--- src/rtl/flash_copy_dma_pkg.sv ---
// Shared types and constants for the flash-to-memory copy DMA.
package flash_copy_dma_pkg;

  localparam int unsigned BURST_MAX = 16;
  localparam int unsigned WORD_W    = 32;

  localparam logic [3:0] CMD_WR_SRC    = 4'd0;
  localparam logic [3:0] CMD_WR_DST    = 4'd1;
  localparam logic [3:0] CMD_WR_COUNT  = 4'd2;
  localparam logic [3:0] CMD_START     = 4'd3;
  localparam logic [3:0] CMD_RD_STATUS = 4'd4;
  localparam logic [3:0] CMD_RD_REMAIN = 4'd5;
  localparam logic [3:0] CMD_ABORT     = 4'd6;

  typedef enum logic [3:0] {
    IDLE     = 4'd0,
    RD_REQ   = 4'd1,
    RD_BEGIN = 4'd2,
    RD_DATA  = 4'd3,
    WR_REQ   = 4'd4,
    WR_BEGIN = 4'd5,
    WR_DATA  = 4'd6,
    WR_END   = 4'd7,
    DONE     = 4'd8
  } state_e;

  typedef struct packed {
    logic              request;
    logic              beginTx;
    logic              readNotWrite;
    logic              endTx;
    logic              dataValid;
    logic [3:0]        byteEnables;
    logic [7:0]        burstSize;
    logic [WORD_W-1:0] addressData;
  } busOut_t;

  // True in every phase where this master owns the bus after a grant.
  function automatic logic ownsBus(input state_e s);
    return (s == RD_BEGIN) || (s == RD_DATA) || (s == WR_BEGIN) ||
           (s == WR_DATA) || (s == WR_END);
  endfunction

endpackage

--- src/rtl/flash_copy_dma_buffer.sv ---
// Single-burst word buffer; pointers clear at each burst start so nothing spans bursts.
module flash_copy_dma_buffer
  import flash_copy_dma_pkg::*;
#(
  parameter int unsigned depth = BURST_MAX
) (
  input  logic                      clock,
  input  logic                      reset,
  input  logic                      clear,
  input  logic                      push,
  input  logic [WORD_W-1:0]         pushData,
  input  logic                      pop,
  output logic [WORD_W-1:0]         headData,
  output logic [$clog2(depth):0]    count
);

  localparam int unsigned ptrW = $clog2(depth);

  logic [WORD_W-1:0] mem [depth];
  logic [ptrW:0]     wrPtr;
  logic [ptrW:0]     rdPtr;

  always_ff @(posedge clock) begin
    if (reset || clear) begin
      wrPtr <= '0;
      rdPtr <= '0;
    end else begin
      if (push) wrPtr <= wrPtr + (ptrW+1)'(1);
      if (pop)  rdPtr <= rdPtr + (ptrW+1)'(1);
    end
  end

  always_ff @(posedge clock) begin
    if (push) mem[wrPtr[ptrW-1:0]] <= pushData;
  end

  assign headData = mem[rdPtr[ptrW-1:0]];
  assign count    = wrPtr - rdPtr;

endmodule

--- src/rtl/flash_copy_dma.sv ---
// Bus-master DMA copying words from the quad-SPI flash window to bus memory,
// configured and polled through a custom instruction.
module flash_copy_dma
  import flash_copy_dma_pkg::*;
#(
  parameter logic [7:0]  customInstructionNr = 8'd1,
  parameter logic [31:0] flashBase           = 32'h04000000,
  parameter int unsigned maxBurstWords       = BURST_MAX
) (
  input  logic        clock,
  input  logic        reset,
  input  logic [7:0]  ciN,
  input  logic [31:0] ciDataA,
  input  logic [31:0] ciDataB,
  input  logic        ciStart,
  input  logic        ciCke,
  output logic        ciDone,
  output logic [31:0] ciResult,
  output logic        requestTransaction,
  input  logic        transactionGranted,
  output logic        beginTransactionOut,
  output logic [31:0] addressDataOut,
  output logic        readNotWriteOut,
  output logic        endTransactionOut,
  output logic        dataValidOut,
  output logic [3:0]  byteEnablesOut,
  output logic [7:0]  burstSizeOut,
  input  logic [31:0] addressDataIn,
  input  logic        dataValidIn,
  input  logic        endTransactionIn,
  input  logic        busErrorIn,
  input  logic        busyIn
);

  localparam int unsigned cntW = $clog2(maxBurstWords) + 1;

  state_e            state;
  state_e            stateNext;
  busOut_t           busQ;
  busOut_t           busD;
  logic [21:0]       srcOffset;
  logic [29:0]       dstAddr;
  logic [15:0]       wordCount;
  logic              errFlag;
  logic              abortPending;
  logic [cntW-1:0]   wrCnt;
  logic [cntW-1:0]   burstLen;
  logic [cntW-1:0]   bufCount;
  logic [WORD_W-1:0] bufHead;
  logic [31:0]       rdAddr;
  logic [31:0]       wrAddr;
  logic [15:0]       remainAfter;
  logic [3:0]        ciSub;
  logic              busy;
  logic              startC;
  logic              acceptC;
  logic              pushC;
  logic              popC;
  logic              clearC;
  logic              errC;
  logic              unusedBits;

  assign unusedBits = ^{ciDataA[1:0], ciDataB[31:4]};

  assign ciSub   = ciDataB[3:0];
  assign ciDone  = ciStart & ciCke & (ciN == customInstructionNr);
  assign busy    = (state != IDLE);
  assign startC  = ciDone && (ciSub == CMD_START) && !busy && (wordCount != 16'd0);
  assign acceptC = busQ.dataValid & ~busyIn;

  assign burstLen    = (wordCount > 16'(maxBurstWords)) ? cntW'(maxBurstWords) : cntW'(wordCount);
  assign rdAddr      = flashBase + 32'({srcOffset, 2'b00});
  assign wrAddr      = {dstAddr, 2'b00};
  assign remainAfter = wordCount - 16'(burstLen);

  always_comb begin
    ciResult = '0;
    if (ciDone) begin
      case (ciSub)
        CMD_RD_STATUS: ciResult = {30'd0, errFlag, busy};
        CMD_RD_REMAIN: ciResult = {16'd0, wordCount};
        default:       ciResult = '0;
      endcase
    end
  end

  flash_copy_dma_buffer #(.depth(maxBurstWords)) buffer (
    .clock    (clock),
    .reset    (reset),
    .clear    (clearC),
    .push     (pushC),
    .pushData (addressDataIn),
    .pop      (popC),
    .headData (bufHead),
    .count    (bufCount)
  );

  always_ff @(posedge clock) begin
    if (reset) state <= IDLE;
    else       state <= stateNext;
  end

  // Next state plus next value of every registered bus output.
  always_comb begin
    stateNext = state;
    pushC     = 1'b0;
    popC      = 1'b0;
    clearC    = 1'b0;
    errC      = 1'b0;
    busD      = '0;

    case (state)
      IDLE: if (startC) stateNext = RD_REQ;
      RD_REQ: begin
        if (abortPending) stateNext = IDLE;
        else if (transactionGranted) begin
          clearC    = 1'b1;
          stateNext = RD_BEGIN;
        end
      end
      RD_BEGIN: stateNext = RD_DATA;
      RD_DATA: begin
        if (dataValidIn) begin
          if (bufCount < burstLen) pushC = 1'b1;
          else                     errC  = 1'b1;
        end
        // A short burst is as fatal as a bus error.
        if (endTransactionIn && !errC) begin
          if ((bufCount + cntW'(pushC)) != burstLen) errC = 1'b1;
          else                                       stateNext = WR_REQ;
        end
      end
      WR_REQ: begin
        if (abortPending)            stateNext = IDLE;
        else if (transactionGranted) stateNext = WR_BEGIN;
      end
      WR_BEGIN: stateNext = WR_DATA;
      WR_DATA: if (acceptC && (wrCnt == burstLen - cntW'(1))) stateNext = WR_END;
      WR_END: begin
        if (remainAfter == 16'd0) stateNext = DONE;
        else if (abortPending)    stateNext = IDLE;
        else                      stateNext = RD_REQ;
      end
      DONE:    stateNext = IDLE;
      default: stateNext = IDLE;
    endcase

    if (ownsBus(state) && busErrorIn) errC = 1'b1;
    if (errC) begin
      stateNext = IDLE;
      pushC     = 1'b0;
    end

    popC = (stateNext == WR_DATA) && ((state == WR_BEGIN) || acceptC);

    busD.request      = (stateNext == RD_REQ) || (stateNext == WR_REQ);
    busD.beginTx      = (stateNext == RD_BEGIN) || (stateNext == WR_BEGIN);
    busD.readNotWrite = (stateNext == RD_BEGIN);
    busD.endTx        = (stateNext == WR_END);
    busD.dataValid    = (stateNext == WR_DATA);
    busD.byteEnables  = ownsBus(stateNext) ? 4'hF : 4'h0;
    busD.burstSize    = busD.beginTx ? 8'(burstLen - cntW'(1)) : 8'd0;
    case (stateNext)
      RD_BEGIN: busD.addressData = rdAddr;
      WR_BEGIN: busD.addressData = wrAddr;
      WR_DATA:  busD.addressData = popC ? bufHead : busQ.addressData;
      default:  busD.addressData = '0;
    endcase
  end

  always_ff @(posedge clock) begin
    if (reset) begin
      busQ         <= '0;
      srcOffset    <= '0;
      dstAddr      <= '0;
      wordCount    <= '0;
      errFlag      <= 1'b0;
      abortPending <= 1'b0;
      wrCnt        <= '0;
    end else begin
      busQ <= busD;

      if (ciDone && !busy) begin
        case (ciSub)
          CMD_WR_SRC:   srcOffset <= ciDataA[23:2];
          CMD_WR_DST:   dstAddr   <= ciDataA[31:2];
          CMD_WR_COUNT: wordCount <= ciDataA[15:0];
          default: ;
        endcase
      end

      if (startC) errFlag <= 1'b0;
      if (errC)   errFlag <= 1'b1;

      if (ciDone && (ciSub == CMD_ABORT) && busy) abortPending <= 1'b1;
      if (stateNext == IDLE)                      abortPending <= 1'b0;

      if (state == WR_BEGIN)               wrCnt <= '0;
      else if (state == WR_DATA && acceptC) wrCnt <= wrCnt + cntW'(1);

      // Advance both windows once a whole burst has been written.
      if (state == WR_END && !errC) begin
        srcOffset <= srcOffset + 22'(burstLen);
        dstAddr   <= dstAddr + 30'(burstLen);
        wordCount <= remainAfter;
      end
    end
  end

  assign requestTransaction  = busQ.request;
  assign beginTransactionOut = busQ.beginTx;
  assign readNotWriteOut     = busQ.readNotWrite;
  assign endTransactionOut   = busQ.endTx;
  assign dataValidOut        = busQ.dataValid;
  assign byteEnablesOut      = busQ.byteEnables;
  assign burstSizeOut        = busQ.burstSize;
  assign addressDataOut      = busQ.addressData;

endmodule

--- config.mk ---
export PLATFORM = sky130hd
export DESIGN_NAME = flash_copy_dma
export DESIGN_NICKNAME = d
export VERILOG_FILES = /design/src/rtl/flash_copy_dma_pkg.sv /design/src/rtl/flash_copy_dma_buffer.sv /design/src/rtl/flash_copy_dma.sv
export SDC_FILE = /design/constraint.sdc
export NUM_CORES = 1
export LEC_CHECK = 0
export ABC_AREA = 1
export CORE_ASPECT_RATIO = 1.2
export CORE_MARGIN = 4
export CORE_UTILIZATION = 58
export DETAILED_ROUTE_END_ITERATION = 8
export GPL_TIMING_DRIVEN = 0
export PLACE_DENSITY = 0.78
export SYNTH_ARGS = -nofsm -noshare
export SYNTH_HDL_FRONTEND = slang
export SYNTH_HIERARCHICAL = 1
export SYNTH_SLANG_ARGS = --single-unit
export TNS_END_PERCENT = 10
--- constraint.sdc ---
create_clock -name clock -period 17.4 [get_ports clock]
set_clock_uncertainty 0.05 [all_clocks]
set_input_delay 3.48 -clock clock [delete_from_list [all_inputs] [get_ports clock]]
set_output_delay 3.48 -clock clock [all_outputs]
set_load 0.03 [all_outputs]
; ---- Word-level counts from Yosys, hierarchy flattened
; Memory sizes are Yosys's and may differ from the RTL's. A register that Yosys moved wholly into a read port is not among the register bits.
; Index checks and enable logic that the tools add are counted.
[totals]
ramBits = 512
regBits = 138
elab_cells = 152
input_bits = 113
mem_count = 1
[op_classes]
add_sub_neg = 11
eq_ne = 24
n_lt_le_gt_ge = 2
reduce_logical = 44
bitwise = 5
mux = 48
[memory_table]
columns = name, depth, word_bits, rd, rd_ports_with_merged_regs, wr, line
row1 = buffer.mem, 16, 32, 1, 1, 1, flash_copy_dma_buffer.sv:19  ; logic [WORD_W-1:0] mem [depth];
[ops]
columns = cell, count
row1 = one-hot mux 32 bit (3 select lines), 1
row2 = two-way mux 30 bit, 3
row3 = two-way mux 22 bit, 3
row4 = two-way mux 16 bit, 4
row5 = two-way mux 4 bit, 13
row6 = "equality test 4 x 3 -> 1 bit, second input constant", 11
row7 = two-way mux 32 bit, 1
row8 = one-hot mux 16 bit (2 select lines), 1
row9 = one-hot mux 4 bit (8 select lines), 1
row10 = adder 30 x 5 -> 30 bit, 1
row11 = "adder 27 x 24 -> 28 bit, first input constant", 1
row12 = "equality test 4 x 2 -> 1 bit, second input constant", 6
row13 = adder 22 x 5 -> 22 bit, 1
row14 = two-way mux 1 bit, 20
row15 = "> comparator 16 x 5 -> 1 bit, second input constant", 1
row16 = zero test 16 bit, 1
row17 = nonzero test 16 bit, 1
row18 = subtractor 16 x 5 -> 16 bit, 1
row19 = "adder 5 x 1 -> 5 bit, second input constant", 3
row20 = "equality test 4 x 1 -> 1 bit, second input constant", 3
row21 = logical AND 1 bit, 12
row22 = zero test 4 bit, 3
row23 = logical OR 1 bit, 12
row24 = nonzero test 2 bit, 5
row25 = 16 further kinds, 25

; ---- Logic depth before layout (Yosys ltp)
[depth]
ltp_word = 19
mapped_depth = 33
depth_no_buf = 33

; ---- Cells and area by module
; Netlist, hierarchy kept.
[modules_own_cells]
columns = module, area_per_inst_um2, seq_area_each_um2, n_inst, cells_each
row1 = flash_copy_dma_buffer, 22735.6, 15655.0, 1, 2163
row2 = flash_copy_dma, 8403.1, 2462.4, 1, 1271

; ---- Worst setup path after synthesis
; OpenSTA, ideal clock, no wires.
[synth_timing]
path_kind = input to output
start = input ciN[5]
end = output ciResult[10]
setup_slack_ps = 8914
path_buffers = 1
arrival_time_ps = 4956
path_stages = 4
t_required_ps = 13870
path_cell_list = nor4_1 nand4_1 clkbuf_1 nor3_1
[synth_via]
elab_chain_cells = 3
[synth_rtl]
columns = item, line
row1 = "start, declared", flash_copy_dma.sv:12  ; input logic [7:0] ciN,
row2 = equality test 8 x 1 -> 1 bit, flash_copy_dma.sv:66  ; assign ciDone = ciStart & ciCke & (ciN == customInstructionNr);
row3 = AND 1 bit, flash_copy_dma.sv:66
row4 = two-way mux 16 bit, flash_copy_dma.sv:78  ; if (ciDone) begin
row5 = "end, declared", flash_copy_dma.sv:18  ; output logic [31:0] ciResult,
; No other way between the ends.

; ---- Worst setup path after layout
[layout_timing]
start = input ciDataB[0]
end = output ciResult[12]
[layout_via]
elab_chain_cells = 3
word_cells_on_any_way = 4
[layout_rtl]
columns = item, line
row1 = "start, declared", flash_copy_dma.sv:14  ; input logic [31:0] ciDataB,
row2 = equality test 4 x 3 -> 1 bit, flash_copy_dma.sv:79  ; case (ciSub)
row3 = one-hot mux 16 bit (2 select lines) *, flash_copy_dma.sv:79
row4 = two-way mux 16 bit *, flash_copy_dma.sv:78
; Mark *: on every way between the ends. The rest lies on a longest branch, timed or not.

==> results.md <==
- The run finished with clean final reports.
- The worst path needs 9.77 ns of the cycle, external delays included.
- In the final layout, the share of cells above drive strength 1 is 9.29%.
- The switching component of the power is 0.660 mW.
- The slowest stage of the critical path is the clkdlybuf4s50_1 cell.
- The H-tree depth reported by CTS is 3.
- In this design, the stage delay of the slowest critical-path cell is 0.71 ns.
- Measured in cells, the most critical reg-to-reg path has a length of 28.
- The worst setup path is captured at an output pin.
- Walking the worst path, the cells encountered are clkdlybuf4s50_1 -> inv_1 -> nor2_1 -> nand2_1 -> clkbuf_1 -> nor3_1 -> clkdlybuf4s50_1.
- The remaining routing DRC violations is 0.
- The final layout contains 3827 nets.
- Setup repair after global routing left no endpoint under its margin.
- In the final layout, flip-flops and latches occupy 0.0181 sq mm.
- Counting tap cells, the placed design contains a total of 4320 instances.
- The die is 220 microns wide.
- The final HPWL from detailed placement is 65.9 mm.
- The final instance area is 0.0363 sq mm.
- The number of antenna-violating nets in the routed design is 0.
- The overall die height is 262 microns.
- The routability-driven placement congestion ratio is 0.972.
- The startpoint identified for the worst hold timing path is addressDataOut[24].
- The clock latency reported for the late side of the worst-skew pair is 0.63 ns.
- Relative to the synthesized area, the layout overhead comes to 16.4%.
- The synthesized flop and latch total is 649.
- The beginning of the worst register-to-register path is buffer/wrPtr[0].
- At the pin with the least slew margin, the transition time is 1.04 ns.
- In the global route stage, overall resource usage came out at 32.6%.
- The endpoint of the worst-slack reg-to-reg timing path is buffer/mem[15][19].
- After detailed placement, the total cell area comes to 0.0341 sq mm.
- The post-CTS setup buffer count is 0.
- The number of design-rule violations left by the first detailed-router iteration is 3082.
- In this run the register-to-register setup slack is 11.36 ns.
- Leaving out filler cells and counting taps, the final layout contains 4442.
- The accumulated negative setup slack is 0 ns.
- The maximum number of buffers from clock root to sink is 3.
- The number of buffers inserted during clock tree synthesis is 66.
- The average detailed-routed wire length per instance is 21.3 microns.
- The initial utilization of the core area, before any placement, comes to 58.9%.
- The completed layout was analyzed and its total power is 3.18 mW.
- The sequential fraction of the synthesis area is 58.2%.
- The detailed router placed 25.1k vias in this run.
- The reported leakage power is 15.4 nW.
- The path class of the tightest hold or removal check is register to register.
- The area taken by multi-input logic gates is 0.00994 sq mm.
- The first-pass GRT wire length is 140 mm.
- Once layout is complete, the utilization of the core stands at 68.6%.
- The startpoint-to-endpoint class of the critical path is primary input to output pin.
- The number of gates resized after CTS was 0.
- In this run, post-CTS hold repair placed 0 buffers.
- The hold violation total from the final report is 0.
- The number of antenna violations at the first check in global routing is 4.
- The most used flip-flop cell after synthesis is edfxtp_1.
- STA puts the critical path data required time at 13.87 ns.
- Setup slack closes at 7.63 ns.
- The synthesized netlist contains 54 unique library cells.
- STA puts the critical path data arrival time at 6.24 ns.
- The master cell of the clock root buffer is clkbuf_16.
- Synthesis produced a netlist whose cell count is 3434.
- The average vias per placed instance is 5.64.
- After synthesis the cells add up to 0.0311 sq mm.
- The number of setup violations in the final report is 0.
- The max-cap check violation count is 0.
- Fill cells in the final layout number 3962.
- Combinational logic burns 2.0% of the power.
- The worst hold path was traced through 2 stages.
- The part of the power in the clock network is 45.5%.
- The global route total overflow is 0.
- The nature of the critical path startpoint is a primary input.
- The maximum achievable frequency is 0.102 GHz.
- In this run the core area contains 92 standard-cell rows.
- The final period utilization is 56.1%.
- The final worst hold slack is 0.418 ns.
- The switching share of total power is 20.7%.
- The most repeated library cell on the critical path is clkdlybuf4s50_1.
- The maximum vdd ir drop is 0.0864 mV.
- The power density over cell area is 87.8 mW/mm^2.
- The largest net degree at the start of global routing is 25.
- The count of flip-flops with a built-in enable after synthesis is 512.
- TritonCTS built the clock tree.
- The final-report max-slew violation count is 0.
- The area of the core region is 0.0528 sq mm.
- The worst-case headroom to the max-slew limit is 30.7%.
- The number of buffers inserted by port buffering is 150.
- The minimum setup slack after placement is 7.65 ns.
- Pin placement for this block handled 195 I/O pins.
- The iteration count of the initial detailed-routing pass is 8.
- The internal power of the cells is 2.52 mW.
- The number of warnings reported in the yosys synthesis log is 6.
- The tree built by TritonCTS fans out to 649 sinks.
- The end point of the most critical hold path is addressDataOut[24].
- The CTS clock-pin slew for the worst setup and hold paths is 0.06 ns.
- The number of global-route vias before repair is 24.3k.
- The aggregate routed wire length is 94.6 mm.
- Dividing the synthesized area by the synthesized cell count gives 9.07 sq um.
- In this design, the largest share of critical-path delay is due to buffers and inverters.
- The buffer and inverter count on the worst path is 4.
- The part of the power in registers is 52.5%.
- The die covers 0.0575 sq mm.
- The maximum fanout count along the critical path is 10.
- The share of async-settable or async-resettable flops after synthesis is 0%.
metal layers:
layer	wire length, microns	up-vias	track usage [%]
met5	27	-	0
met4	6770	4	20.9
met3	9060	392	6.04
met2	45700	1499	55.6
met1	33100	11582	37.7
li1	-	11598	-
layout make-up:
| cell class | count | area share (%) |
|---|---|---|
| Antenna cell | 2 | 0.0138 |
| Buffer | 173 | 3.10 |
| Clock buffer | 78 | 4.74 |
| Clock inverter | 42 | 1.22 |
| Inverter | 565 | 5.88 |
| Multi-Input combinational cell | 2062 | 27.4 |
| Sequential cell | 649 | 50.0 |
| Tap cell | 705 | 2.43 |
| Timing Repair Buffer | 166 | 5.21 |
logic make-up (layout without fill, tap and decap cells):
kind of cell | after synthesis | after routing | share of synthesized area (%)
flops | 649 | 649 | 58.2
fa+ha+maj | 31 | 31 | 1.32
xor+xnor | 60 | 60 | 1.69
other cells | 2 | 19 | 0.0241
compound gates | 201 | 201 | 4.13
simple gates | 1753 | 1753 | 24.2
buf+inv | 738 | 1024 | 10.5
power groups by stage:
stage	combinational, mW	clock [mW]	sequential (mW)
6_report	0.0636	1.45	1.67
3_3_place_gp	0.0608	0	1.70
5_1_grt	0.0668	1.51	1.67
3_5_place_dp	0.0617	0	1.70
4_1_cts	0.0620	1.45	1.67
2_1_floorplan	0.0178	0	1.70
worst min-delay path: cells and delay by family, from the launching register on:
kind | cells | cell delay (ns)
compound gates | 1 | 0.04
simple gates | 1 | 0.07
flops | 1 | 0.32
worst max path at each step:
stage	start	to	slack, ns	cells past startpoint
6_report	ciDataB[0]	ciResult[12]	7.63	7
5_1_grt	ciDataB[0]	ciResult[10]	7.49	7
4_1_cts	ciDataB[0]	ciResult[12]	7.66	7
3_5_place_dp	ciDataB[0]	ciResult[12]	7.65	7
3_3_place_gp	dataValidIn	buffer/wrPtr[4]	7.53	20
2_1_floorplan	ciN[5]	ciResult[10]	8.91	4
flip-flops by register name, summed over array words and instances (netlist names), named ones only:
register	cells
dstAddr	30
errFlag	1
endTransactionOut	1
readNotWriteOut	1
abortPending	1
burstSizeOut	6
buffer/rdPtr	5
requestTransaction	1
buffer/wrPtr	5
wrCnt	5
state	4
srcOffset	22
wordCount	16
addressDataOut	32
buffer/mem	512
byteEnablesOut	1
beginTransactionOut	1
dataValidOut	1
cell usage after synthesis (11+ instances only):
| cell | instances | share of area [%] |
|---|---|---|
| a21oi_1 | 39 | 0.63 |
| o221ai_1 | 17 | 0.48 |
| clkbuf_1 | 29 | 0.35 |
| xnor2_1 | 20 | 0.56 |
| buf_6 | 25 | 0.90 |
| nor2_1 | 128 | 1.5 |
| buf_2 | 61 | 0.98 |
| nand4_1 | 23 | 0.46 |
| inv_1 | 550 | 6.6 |
| nor3_1 | 38 | 0.61 |
| nand3_1 | 485 | 7.8 |
| dfxtp_1 | 137 | 8.8 |
| buf_1 | 14 | 0.17 |
| edfxtp_1 | 512 | 49 |
| o21ai_0 | 64 | 1.0 |
| buf_4 | 39 | 0.94 |
| a21oi_2 | 30 | 0.84 |
| ha_1 | 28 | 1.1 |
| inv_2 | 11 | 0.13 |
| nand2_2 | 25 | 0.50 |
| nand2_1 | 1022 | 12 |
| xor2_1 | 40 | 1.1 |
placed cells by master (no fill, tap or decap), types with 25 or more instances in the layout:
cell type,instances
nand2_1,1022
inv_1,550
edfxtp_1,512
nand3_1,485
clkdlybuf4s50_1,150
dfxtp_1,137
nor2_1,112
clkbuf_16,67
o21ai_0,64
buf_2,61
clkbuf_1,40
xor2_1,40
a21oi_1,39
buf_4,39
nor3_1,38
a21oi_2,30
ha_1,28
nand2_2,25
buf_6,25
No activity file was read; power rests on OpenSTA's default activity.
